`config.mk`:
```
export PLATFORM = sky130hd
export DESIGN_NAME = ex_result_mux
export DESIGN_NICKNAME = d
export VERILOG_FILES = /design/src/rtl/ex_result_mux_pkg.sv /design/src/rtl/ex_result_mux_onehot_mux.sv /design/src/rtl/ex_result_mux.sv
export SDC_FILE = /design/constraint.sdc
export NUM_CORES = 1
export LEC_CHECK = 0
export ABC_AREA = 1
export CORE_ASPECT_RATIO = 0.8
export CORE_MARGIN = 2
export CORE_UTILIZATION = 28
export DETAILED_ROUTE_END_ITERATION = 10
export GPL_TIMING_DRIVEN = 0
export MAX_ROUTING_LAYER = met4
export SKIP_CTS_REPAIR_TIMING = 1
export SYNTH_ARGS = -nofsm -noshare
export SYNTH_HDL_FRONTEND = slang
export SYNTH_SLANG_ARGS = --single-unit
```
`constraint.sdc`:
```
create_clock -name clk -period 2.2 [get_ports clk]
set_clock_uncertainty 0.2 [all_clocks]
set_input_delay 0.22 -clock clk [delete_from_list [all_inputs] [get_ports clk]]
set_output_delay 0.22 -clock clk [all_outputs]
set_load 0.02 [all_outputs]
```
`src/rtl/ex_result_mux_pkg.sv`:
```
// Shared widths and FSM state encoding for the EX-stage result selector.
package ex_result_mux_pkg;
    localparam int DATA_BUS        = 32;
    localparam int DOUBLE_DATA_BUS = 2 * DATA_BUS;

    typedef enum logic [1:0] {
        ST_IDLE = 2'd0,
        ST_WAIT = 2'd1,
        ST_FULL = 2'd2
    } ex_state_e;
endpackage

```
`src/rtl/ex_result_mux_onehot_mux.sv`:
```
// One-hot AND-OR selector over N slices of W bits.
// Yields zero and a clear onehot_o flag for zero or multi-hot selects.
module ex_result_mux_onehot_mux #(
    parameter int N = 2,
    parameter int W = 32
) (
    input  logic [N-1:0]   sel_i,
    input  logic [N*W-1:0] data_i,
    output logic [W-1:0]   data_o,
    output logic           onehot_o
);
    localparam logic [N-1:0] ONE = N'(1);

    logic [W-1:0] acc;

    always_comb begin
        acc = '0;
        for (int i = 0; i < N; i++) begin
            if (sel_i[i]) begin
                acc = acc | data_i[i*W +: W];
            end
        end
    end

    assign onehot_o = (sel_i != '0) && ((sel_i & (sel_i - ONE)) == '0);
    assign data_o   = onehot_o ? acc : '0;
endmodule

```
`src/rtl/ex_result_mux.sv`:
```
// EX-stage result selector and writeback register with multi-cycle unit launch/wait.
// Define EX_MUX_SEL_CHECK_EN to add the sticky sel_err_o output for bad selects.
//
// state   | meaning
// IDLE    | output register empty, ready for a new op
// WAIT    | multi-cycle op in flight on unit cur_k_q
// FULL    | result registered, out_valid_o high
module ex_result_mux
    import ex_result_mux_pkg::*;
#(
    parameter int DATA_W = DATA_BUS,
    parameter int N_SC   = 3,
    parameter int N_MC   = 2
) (
    input  logic                     clk,
    input  logic                     rst_n,
    input  logic                     in_valid_i,
    output logic                     in_ready_o,
    input  logic [N_SC+N_MC-1:0]     select_i,
    input  logic [N_SC*DATA_W-1:0]   sc_result_i,
    output logic [N_MC-1:0]          mc_start_o,
    output logic [N_MC-1:0]          mc_abort_o,
    input  logic [N_MC-1:0]          mc_done_i,
    input  logic [N_MC*2*DATA_W-1:0] mc_result_i,
    input  logic                     flush_i,
    output logic                     out_valid_o,
    input  logic                     out_ready_i,
    output logic [DATA_W-1:0]        result_o,
    output logic [2*DATA_W-1:0]      mult_div_result_o,
    output logic                     res_wide_o,
    output logic                     stall_o
`ifdef EX_MUX_SEL_CHECK_EN
    ,
    output logic                     sel_err_o
`endif
);
    localparam int SEL_W = N_SC + N_MC;
    localparam int K_W   = (N_MC > 1) ? $clog2(N_MC) : 1;
    localparam logic [N_MC-1:0] ONE_MC = N_MC'(1);

    ex_state_e             state_q;
    logic                  out_valid_q;
    logic [DATA_W-1:0]     result_q;
    logic [2*DATA_W-1:0]   mdr_q;
    logic                  res_wide_q;
    logic [K_W-1:0]        cur_k_q;

    logic [DATA_W-1:0]     sc_data;
    logic                  sel_valid;
    logic [2*DATA_W-1:0]   mc_data;
    logic                  mc_sel_valid;
    logic [N_MC-1:0]       mc_sel_cur;
    logic [K_W-1:0]        mc_k;
    logic                  accept;
    logic                  mc_launch;
    logic                  done_hit;

    // Multi-cycle slots are zero in the data vector so a valid MC select yields 0 here.
    ex_result_mux_onehot_mux #(.N(SEL_W), .W(DATA_W)) u_sc_mux (
        .sel_i    (select_i),
        .data_i   ({{(N_MC*DATA_W){1'b0}}, sc_result_i}),
        .data_o   (sc_data),
        .onehot_o (sel_valid)
    );

    assign mc_sel_cur = ONE_MC << cur_k_q;

    ex_result_mux_onehot_mux #(.N(N_MC), .W(2*DATA_W)) u_mc_mux (
        .sel_i    (mc_sel_cur),
        .data_i   (mc_result_i),
        .data_o   (mc_data),
        .onehot_o (mc_sel_valid)
    );

    always_comb begin
        mc_k = '0;
        for (int k = 0; k < N_MC; k++) begin
            if (select_i[N_SC+k]) begin
                mc_k = K_W'(k);
            end
        end
    end

    assign in_ready_o = ~flush_i & ((state_q == ST_IDLE) | ((state_q == ST_FULL) & out_ready_i));
    assign accept     = in_valid_i & in_ready_o;
    assign mc_launch  = accept & sel_valid & (|select_i[SEL_W-1:N_SC]);
    assign done_hit   = (state_q == ST_WAIT) & mc_sel_valid & mc_done_i[cur_k_q];
    assign stall_o    = in_valid_i & ~in_ready_o;

    // Launch is gated by reset so a held request cannot fire a unit while it is reset.
    assign mc_start_o = (rst_n & mc_launch) ? (ONE_MC << mc_k) : '0;
    assign mc_abort_o = (flush_i && (state_q == ST_WAIT)) ? mc_sel_cur : '0;

    assign out_valid_o       = out_valid_q;
    assign result_o          = result_q;
    assign mult_div_result_o = mdr_q;
    assign res_wide_o        = res_wide_q;

    always_ff @(posedge clk or negedge rst_n) begin
        if (!rst_n) begin
            state_q     <= ST_IDLE;
            out_valid_q <= 1'b0;
            result_q    <= '0;
            mdr_q       <= '0;
            res_wide_q  <= 1'b0;
            cur_k_q     <= '0;
        end else if (flush_i) begin
            state_q     <= ST_IDLE;
            out_valid_q <= 1'b0;
        end else begin
            case (state_q)
                ST_WAIT: begin
                    if (done_hit) begin
                        mdr_q       <= mc_data;
                        result_q    <= '0;
                        res_wide_q  <= 1'b1;
                        out_valid_q <= 1'b1;
                        state_q     <= ST_FULL;
                    end
                end
                default: begin
                    if (accept && mc_launch) begin
                        cur_k_q     <= mc_k;
                        out_valid_q <= 1'b0;
                        state_q     <= ST_WAIT;
                    end else if (accept) begin
                        result_q    <= sc_data;
                        mdr_q       <= '0;
                        res_wide_q  <= 1'b0;
                        out_valid_q <= 1'b1;
                        state_q     <= ST_FULL;
                    end else if ((state_q == ST_FULL) && out_ready_i) begin
                        out_valid_q <= 1'b0;
                        state_q     <= ST_IDLE;
                    end
                end
            endcase
        end
    end

`ifdef EX_MUX_SEL_CHECK_EN
    logic sel_err_q;

    always_ff @(posedge clk or negedge rst_n) begin
        if (!rst_n) begin
            sel_err_q <= 1'b0;
        end else if (accept && !sel_valid) begin
            sel_err_q <= 1'b1;
        end
    end

    assign sel_err_o = sel_err_q;
`endif
endmodule

```
# Word-level counts from Yosys, hierarchy flattened
# Cells that the tools add are included.
# word_totals
register_bits	101
out_inout_bits	104
word_cells	85
# op_classes
n_addsub	2
order_cmp	1
eq_ne	5
shift	2
n_mux	35
bitwise_logic	18
reduce_logical	16
# ops
op	count
$mux W64	7
$mux W32	8
$or A32 B32 Y32	2
$or A64 B64 Y64	1
$mux W2	8
$mux W1	12
$reduce_bool A5 Y1	2
$and A1 B1 Y1	9
$and A5 B5 Y5	1
$logic_and A1 B1 Y1	5
$logic_not A5 Y1	1
$sub A5 B1 Y5 const B	1
$logic_not A2 Y1	2
$ne A2 B2 Y1 const B	2
$reduce_and A4 Y1	1
$reduce_bool A2 Y1	2
$shl A1 B1 Y2 const A	2
$ne A3 B3 Y1 const B	1
$not A1 Y1	3
$reduce_and A3 Y1	1
$and A2 B2 Y2	1
$eq A2 B1 Y1 const B	1
$eq A2 B2 Y1 const B	1
$lt A1 B2 Y1 const B	1
other kinds (4)	4

# Logic depth before layout (Yosys ltp)
# Gate-level depths: netlist (run 1).
# logic_depth
ltp_word	11
ltp_mapped	14

# By module
# A second synthesis (run 1) with hierarchy kept.
# unflattened
hier_cells	1086
area_unflattened_um2	7065.5
# by_module_without_submodules
module	n_inst	cells_per_inst	area_per_inst_um2
ex_result_mux	1	538	4433.0
ex_result_mux_onehot_mux (u_sc_mux)	1	323	1442.6
ex_result_mux_onehot_mux (u_mc_mux)	1	225	1189.9

# Worst setup path after synthesis (run 1)
# OpenSTA, ideal clock, no wires.
# synth_path
path_type	register to output
startpoint	register state_q[1]
endpoint	output mc_start_o[0]
t_arrival_ns	1.519
t_required_ns	1.780
setup_slack_ns	0.261
path_stages_with_launch	8
n_path_buf	0
path_cell_list	dfrtp_1 -> nand2_1 -> nand2_1 -> inv_2 -> nand2_1 -> nor2_2 -> nand2_4 -> nor3_1
# synth_via
elab_chain_len	9
word_cells_on_any_way	10
# synth_lines
element	line	source
from (decl)	ex_result_mux.sv:41	ex_state_e state_q;
from (signal assigned)	ex_result_mux.sv:101	state_q <= ST_IDLE;
from (signal assigned)	ex_result_mux.sv:108	state_q <= ST_IDLE;
from (signal assigned)	ex_result_mux.sv:118	state_q <= ST_FULL;
$eq A2 B2 Y1	ex_result_mux.sv:84	assign in_ready_o = ~flush_i & ((state_q == ST_IDLE) | ((state_q == ST_FULL) & out_ready_i));
$and A1 B1 Y1	ex_result_mux.sv:84	
$or A1 B1 Y1 *	ex_result_mux.sv:84	
$and A1 B1 Y1 *	ex_result_mux.sv:84	
via in_ready_o	ex_result_mux.sv:18	output logic in_ready_o,
$and A1 B1 Y1 *	ex_result_mux.sv:85	assign accept = in_valid_i & in_ready_o;
$and A1 B1 Y1 * (2 in series)	ex_result_mux.sv:86	assign mc_launch = accept & sel_valid & (|select_i[SEL_W-1:N_SC]);
$and A1 B1 Y1 *	ex_result_mux.sv:91	assign mc_start_o = (rst_n & mc_launch) ? (ONE_MC << mc_k) : '0;
$mux W2 *	ex_result_mux.sv:91	
to (decl)	ex_result_mux.sv:21	output logic [N_MC-1:0] mc_start_o,
# The timed path passes the listed nets; every way through them passes the cells marked *.

# Final worst setup path (run 1)
# layout_path
startpoint	register cur_k_q
endpoint	register mdr_q[35] (netlist: mult_div_result_o[35])
# layout_via
elab_chain_len	9
word_cells_on_any_way	18
# layout_lines
element	line	source
from (decl)	ex_result_mux.sv:46	logic [K_W-1:0] cur_k_q;
from (signal assigned)	ex_result_mux.sv:123	cur_k_q <= mc_k;
$shl A1 B1 Y2	ex_result_mux.sv:66	assign mc_sel_cur = ONE_MC << cur_k_q;
$sub A2 B1 Y2	ex_result_mux_onehot_mux.sv:25	assign onehot_o = (sel_i != '0) && ((sel_i & (sel_i - ONE)) == '0);
$and A2 B2 Y2	ex_result_mux_onehot_mux.sv:25	
$logic_not A2 Y1	ex_result_mux_onehot_mux.sv:25	
$logic_and A1 B1 Y1	ex_result_mux_onehot_mux.sv:25	
$and A1 B1 Y1 (2 in series)	ex_result_mux.sv:87	assign done_hit = (state_q == ST_WAIT) & mc_sel_valid & mc_done_i[cur_k_q];
$ne A2 B2 Y1 (no line)	-	
$reduce_and A4 Y1 (no line)	-	
to (signal assigned)	ex_result_mux.sv:114	mdr_q <= mc_data;
to (decl)	ex_result_mux.sv:44	logic [2*DATA_W-1:0] mdr_q;
# Parallel ways exist; a longest one is shown, timed or not. The select of a mux whose other input is x is not followed.
# A chain may end at the register's enable or synchronous reset.

==> results of run 1 <==
==> final timing paths <==
path | from | to
max | cur_k_q | mult_div_result_o[35]
max in group asynchronous | rst_n | state_q[1]
max reg2reg | cur_k_q | mult_div_result_o[35]
min in group clk | select_i[2] | result_o[30]
min reg2reg | mult_div_result_o[61] | mult_div_result_o[61]
min | rst_n | result_o[28]
==> metal layers <==
metal  vias up  wire [um]
met1      2504       8530
met2       215       9390
met5         -          0
li1       2826          -
met4         0        379
met3        19       1740
==> synthesized netlist by cell type <==
library cell / count / share of area [%]
a21oi_1: 33 / 3.0
a22o_1: 32 / 5.1
and3_1: 1 / 0.11
buf_1: 1 / 0.068
buf_2: 15 / 1.4
buf_4: 1 / 0.14
buf_6: 3 / 0.61
buf_8: 2 / 0.54
clkbuf_1: 23 / 1.6
clkbuf_2: 1 / 0.090
dfrtp_1: 100 / 45
inv_1: 7 / 0.47
inv_2: 2 / 0.14
mux2_1: 1 / 0.20
mux2i_1: 64 / 12
nand2_1: 204 / 14
nand2_2: 11 / 1.2
nand2_4: 3 / 0.61
nand3_1: 36 / 3.3
nor2_1: 35 / 2.4
nor2_2: 2 / 0.23
nor2_4: 3 / 0.61
nor3_1: 3 / 0.27
o21ai_0: 2 / 0.18
o21ai_2: 1 / 0.16
or2_1: 8 / 0.90
or2_2: 56 / 6.3
==> power groups by stage <==
stage               combinational, mW  clock (mW)  sequential [mW]
floorplan                       0.735           0             2.18
global placement                 1.82           0             2.05
detailed placement               1.82           0             2.05
CTS                              1.83        1.61             2.02
global route                     1.98        1.69             2.03
finish                           1.83        1.56             2.02
==> sequential cells by signal (all words and copies together), names as in the netlist <==
register,cells
res_wide_o,1
mult_div_result_o,64
cur_k_q,1
state_q,2
result_o,32
==> cell type report <==
type                       instances  area (um2)
inverter                           9        33.8
clock inverter                     5        43.8
sequential                       100        2500
buffer                            46         267
timing repair buffer             339        3430
clock buffer                      11         243
fill                            1898        9560
tap                              258         323
multi-input combinational        495        2790
==> through the flow <==
stage / hold slack (ns) / util (%) / power [mW] / cells / setup TNS [ns]
detailed placement: 0.0872 / 48.2 / 3.87 / 1245 / -13.24
global placement: 0.253 / 48.1 / 3.86 / 1244 / -357.70
finish: -0.324 / 50.2 / 5.40 / 1263 / 0
floorplan: -0.276 / - / 2.92 / 650 / 0
CTS: -0.294 / 49.7 / 5.45 / 1261 / -2.15
global route: -0.281 / 50.2 / 5.70 / 1263 / -2.65
==> logic make-up after synthesis <==
logic type             after synthesis
muxes                               65
buffers and inverters               55
AOI/OAI and AO/OA                   68
DFF                                100
and+or+nand+nor                    362
==> flow_summary.ini, run 1 <==
[status]
status = finished, violations left
violations = negative hold slack

[timing]
hold_ws_ns = -0.324
slew_viol_final = 0
slew-limit-headroom_pct = 56.5
finalHoldViolCount = 47
timing.fmax_mhz = 466
worst_slew_pin_slew_ns = 0.653
fin_ws_ns = 0.0536
rsz0062_at_grt = yes
period_minus_slack_ns = 2.15
timing.final.crit_share_pct = 97.6
setup_violations = 0

[synth]
synth_xor_area_share_pct = 0
synth_nets = 886
ys_seq_area_share_pct = 45.2
synth_fa_ha_area_share_pct = 0
muxShareOfSynthArea_pct = 11.8
synth_seq_cells = 100
synth_area_um2 = 5540
synthCells = 650
synth_top_family_by_area = simple AND/OR/NAND/NOR gates
synth-simple-area-share_pct = 29.7
synth-compound-area-share_pct = 8.38
syn_avg_cell_area_um2 = 8.53
ys_types = 27
yosysWarnings = 0

[clock_network]
htreeDepth = 3
cts_num_sinks = 100
clock_latency_ns = 0.35
cts_buffer_depth = 2
cts.reportedPaths.clkPinSlew_ns = 0.07
cts_made_buffers = 9
tritoncts = yes
clockRootBuffer = clkbuf_16

[placement]
dp_hpwl_mm = 16.1
port_buffers = 336
dp_slack_ns = -0.331
gp_congestion = 0.796
placed_cell_area_um2 = 9250

[floorplan]
rows = 45
io_pins = 340
core_area_um2 = 19200
initial_core_util_pct = 28.9
dieArea_um2 = 20900
die_x_um = 161
die_h_um = 130

[pwr]
clkPwrFrac_pct = 28.8
max-vdd-ir-drop_mv = 0.371
internal-power_mw = 3.73
power-per-cell-area_nw_per_um2 = 560
p_leak_nw = 4.53
p_sw_mw = 1.67
power_frac_comb_pct = 33.8
swShare_pct = 30.9
seqPwrFrac_pct = 37.3

[setup_path]
path_common_cell = buf_2
cp.depth = 7
end_kind = flip-flop
path_class = flip-flop to flip-flop
crit_family = buffers and inverters
worstPathCellList = buf_2, mux2_1, nand3_1, buf_2, clkbuf_1, or2_2, nand2_1
critPathArrivalTime_ns = 2.18
r2r_slack_ns = 0.05
required_ns = 2.24
cp_slowest_cell = mux2_1
start_kind = flip-flop
r2r_cells = 7
path_buf_inv = 3
slowest_delay_ns = 0.42
critPathMaxFanout = 10

[grt]
grt_max_degree = 55
grt_use_met1_pct = 22.1
met3_usage_pct = 6.52
grt_pass1_vias = 5481
antenna_found_initial = 0
grt_use_total_pct = 19.2
met2_usage_pct = 32.3
top_usage_layer = met2
gr-total-overflow = 0
grt_pass1_wl_mm = 29.8

[final_layout]
nets = 1236
most-common-layout-cells = clkdlybuf4s50_1 (331), nand2_1 (203), dfrtp_1 (99)
area_growth_pct = 73.9
drive_above_1_share_pct = 12.9
insertedDiodeCount = 0
design_area_um2 = 9640
mostFrequentLayoutCell = clkdlybuf4s50_1

[job]
maxCapViolations = 0

[routing]
wl_per_cell_um = 15.9
vias = 5564
final_antenna_net_count = 0
via_per_inst = 4.41
post-route-drc-count = 0
firstDrtPassIters = 4
drt_iter0_markers = 216
routed_wirelength_mm = 20.0

[worst_hold_path]
holdCritPathClass = primary input to async pin
(Power assumes the default switching activity.)
==> run 2: changes to the inputs <==
Settings changed: PLACE_DENSITY_LB_ADDON set to 0.12.
Clock period 2.2 ns to 2.1 ns, I/O delays scaled along.
==> flow_summary.ini, run 2 (same netlist as run 1, synthesis figures left out) <==
[pwr]
max-vdd-ir-drop_mv = 0.294
p_leak_nw = 4.57
p_total_mw = 5.82
power-per-cell-area_nw_per_um2 = 598

[setup_path]
cp-startpoint = flush_i
path_class = primary input to output pin
r2r_cells = 7
path_common_cell = clkdlybuf4s50_1
r2r_slack_ns = 0.11
r2r_start = cur_k_q
end_kind = output pin
required_ns = 1.69
start_kind = primary input
slowest_delay_ns = 0.63
cp_slowest_cell = clkdlybuf4s50_1
worstPathCellList = clkdlybuf4s50_1, nor2_1, nand2_1, inv_2, clkdlybuf4s50_1
r2r_end = mult_div_result_o[39]
critPathArrivalTime_ns = 1.63
critPathMaxFanout = 4

[grt]
antenna_found_initial = 1
grt_max_degree = 64
grt_use_total_pct = 19.2
grt_pass1_vias = 5459
grt_pass1_wl_mm = 29.8
gr-total-overflow = 0

[final_layout]
nets = 1242
fillers = 1857
largest_reg_flops = 64
area_growth_pct = 75.8
most-common-layout-cells = clkdlybuf4s50_1 (330), nand2_1 (202), dfrtp_1 (99)
fin_util_pct = 50.7
drive_above_1_share_pct = 14.2
mostFrequentLayoutCell = clkdlybuf4s50_1

[routing]
final_antenna_net_count = 0
wl_per_cell_um = 15.8
firstDrtPassIters = 4
via_per_inst = 4.42
vias = 5607
post-route-drc-count = 0
routed_wirelength_mm = 20.1
drt_iter0_markers = 235

[status]
status = finished, final reports clean

[floorplan]
rows = 45
initial_core_util_pct = 28.9
core_area_um2 = 19200
die_h_um = 130
dieArea_um2 = 20900
die_x_um = 161
io_pins = 340

[timing]
finalHoldViolCount = 0
rsz0062_at_grt = yes
fin_ws_ns = 0.0585
timing.fmax_mhz = 490
timing.final.crit_share_pct = 97.2
slew_viol_final = 0
slew-limit-headroom_pct = 69.0
period_minus_slack_ns = 2.04
hold_ws_ns = 0.100
setup_violations = 0
worst_slew_pin_slew_ns = 0.465

[clock_network]
tritoncts = yes
cts_buffer_depth = 2
cts.reportedPaths.clkPinSlew_ns = 0.06
clockRootBuffer = clkbuf_16
clock_latency_ns = 0.34
cts_made_buffers = 9
htreeDepth = 3
cts_num_sinks = 100

[job]
maxCapViolations = 0

[worst_hold_path]
hold_path_end = result_o[0]
min_from = select_i[2]
min_path_cells = 5
holdCritPathClass = primary input to flip-flop

[placement]
gp_congestion = 0.816
dp_slack_ns = -0.396
port_buffers = 336
dp_hpwl_mm = 16.1
[run 2: cell count changes in the layout (fill, tap and decap cells not counted), moves of 4 or more]
cell / change
clkbuf_1: -6
clkbuf_2: +5
buf_4: +4
clkbuf_4: +4
[run 2: final cells by class]
class	instances	area [um2]	share of cell area (%)
clock buffers	10	229	2.35
multi-input cells	495	2810	28.8
diodes	1	2.50	0.0257
inverters	9	33.8	0.347
plain buffers	46	279	2.86
repair buffers	345	3480	35.7
well taps	258	323	3.31
clock inverters	5	85.1	0.874
flip-flops and latches	100	2500	25.7
[run 2: where the power goes]
part | switching (mW) | internal, mW
Clock | 0.746 | 1.05
Combinational | 0.891 | 1.02
Sequential | 0.0704 | 2.05
[run 2: stage by stage]
stage / std cells / instance area (um2) / TNS [ns]
after floorplan: 650 / 5540 / 0
after global placement: 1244 / 9230 / -382.85
after detailed placement: 1245 / 9250 / -18.71
after CTS: 1260 / 9570 / -5.62
after global routing: 1269 / 9740 / -0.0278
final: 1269 / 9740 / 0
[run 2: worst max-delay path, delay by kind of cell]
kind          cells  cell delay (ns)
buf+inv           3             1.22
simple gates      2             0.20
[run 2: per-layer routing]
layer / vias to the layer above / GRT usage, % / share of wire [%]
met2: 212 / 31.9 / 48
li1: 2839 / - / -
met4: 0 / 4.88 / 1.3
met5: - / - / 0
met3: 18 / 5.72 / 7.6
met1: 2538 / 23.0 / 43
[run 2: worst max-delay path by stage]
stage,slack [ns],depth (start not counted),to
2_1_floorplan,0.17,7,mc_start_o[0]
3_3_place_gp,-3.86,4,mc_start_o[0]
3_5_place_dp,-0.40,9,mc_start_o[1]
4_1_cts,-0.65,5,mc_abort_o[1]
5_1_grt,-0.01,7,mult_div_result_o[5]
6_report,0.06,5,in_ready_o
==> run 3: changes to the inputs <==
Settings changed: SYNTH_HIERARCHICAL set to 1.
==> flow_summary.ini, run 3 <==
[final_layout]
most-common-layout-cells = nand2_1 (467), clkdlybuf4s50_1 (327), nand3_1 (196)
fin_util_pct = 48.3
mostFrequentLayoutCell = nand2_1
layoutNonFillerInstCount = 1850
area_growth_pct = 67.8
drive_above_1_share_pct = 11.6
design_area_um2 = 11900
nets = 1762
largest_reg_flops = 64

[routing]
final_antenna_net_count = 0
drt_iter0_markers = 437
firstDrtPassIters = 5
routed_wirelength_mm = 27.6
via_per_inst = 4.50
wl_per_cell_um = 14.9
post-route-drc-count = 0
vias = 8318

[placement]
place_inst = 1805
dp_slack_ns = -1.02
dp_hpwl_mm = 21.5
port_buffers = 336
gp_congestion = 0.836
placed_cell_area_um2 = 11100

[setup_path]
critPathMaxFanout = 10
crit_family = buffers and inverters
cp.depth = 13
cp-startpoint = select_i[3]
r2r_cells = 13
slowest_delay_ns = 0.18
start_kind = primary input
required_ns = 1.69
cp-endpoint = mc_start_o[0]
cp_slowest_cell = nor3_2
r2r_end = mult_div_result_o[26]
end_kind = output pin
worstPathCellList = dlymetal6s2s_1, buf_6, nor2_4, nor2_2, nor2_4, nand3_4, buf_12, inv_1, o21ai_2, inv_1, nand3_4, nor3_2, buf_4
critPathArrivalTime_ns = 1.71
r2r_slack_ns = 0
path_class = primary input to output pin
r2r_start = cur_k_q
path_buf_inv = 6

[synth]
synthCells = 1086
yosysWarnings = 6
yosysMostFrequentCell = nand2_1
synth_area_um2 = 7070
synth-edff-count = 0
synth_area_leaders = dfrtp_1 (35%), nand2_1 (25%), nand3_1 (14%)
yosys.area.top_type_share_pct = 35.4
syn_avg_cell_area_um2 = 6.51
synth_top_area_cell = dfrtp_1
synth_ff_type = dfrtp_1
synth_seq_cells = 100
ys_seq_area_share_pct = 35.4
synth_common_cells = nand2_1 (468), nand3_1 (197), dfrtp_1 (100), nor2_1 (69), nand4_1 (64)
ys_types = 22
synth-async-reset-ratio_pct = 100

[clock_network]
clockRootBuffer = clkbuf_16
clock_latency_ns = 0.35
cts_made_buffers = 9
cts_buffer_depth = 2
cts_num_sinks = 100
htreeDepth = 3
tritoncts = yes
cts.reportedPaths.clkPinSlew_ns = 0.07

[floorplan]
io_pins = 340
rows = 51
die_x_um = 182
initial_core_util_pct = 28.8
core_area_um2 = 24600
dieArea_um2 = 26500
die_h_um = 146

[grt]
antenna_found_initial = 1
grt_pass1_wl_mm = 42.7
grt_pass1_vias = 7819
grt_use_total_pct = 20.9
grt_max_degree = 38
gr-total-overflow = 0

[pwr]
p_leak_nw = 6.01
p_total_mw = 6.76
power-per-cell-area_nw_per_um2 = 570
max-vdd-ir-drop_mv = 0.488

[timing]
setup_violations = 2
worst_slew_pin_slew_ns = 0.534
slew-limit-headroom_pct = 64.4
finalHoldViolCount = 0
fin_ws_ns = -0.0209
hold_ws_ns = 0.125
slew_viol_final = 0
rsz0062_at_grt = yes
timing.final.crit_share_pct = 101
period_minus_slack_ns = 2.12
timing.fmax_mhz = 471
tns_ns = -0.0288

[status]
status = finished, violations left
violations = negative setup slack

[worst_hold_path]
holdCritPathClass = primary input to flip-flop
min_from = select_i[4]
min_path_cells = 3

[job]
maxCapViolations = 0
[run 3: kinds of logic after synthesis]
logic type      synth area share, %
simple gates                   52.6
buf+inv                        11.5
flops                          35.4
compound gates                0.496
other cells                  0.0531
[run 3: layout make-up]
type	count	area, um2
inverters	46	189
fillers	2542	12700
repair buffers	370	3700
flip-flops and latches	100	2500
multi-input cells	912	4040
clock inverters	3	46.3
diodes	1	2.50
well taps	318	398
clock buffers	13	250
plain buffers	87	728
[run 3: worst min-delay path, stage by stage]
cell            delay (ns)
dlymetal6s2s_1        0.18
inv_1                 0.14
o21ai_0               0.10
[run 3: metal layers]
layer,share of wire [%],track usage [%],wire (um)
met1,48,27.9,13100
met2,44,32.2,12300
met3,6.3,4.81,1740
met4,1.8,4.59,489
met5,0,-,0
[run 3: report_power, final]
group | internal [mW] | switching, mW
registers | 2.03 | 0.0727
clock network | 0.963 | 0.771
logic | 1.35 | 1.58
[run 3: how the worst min path moves through the flow]
stage and end:
2_1_floorplan cur_k_q, 4_1_cts result_o[22], 3_3_place_gp mult_div_result_o[38], 5_1_grt cur_k_q, 6_report cur_k_q, 3_5_place_dp result_o[22]
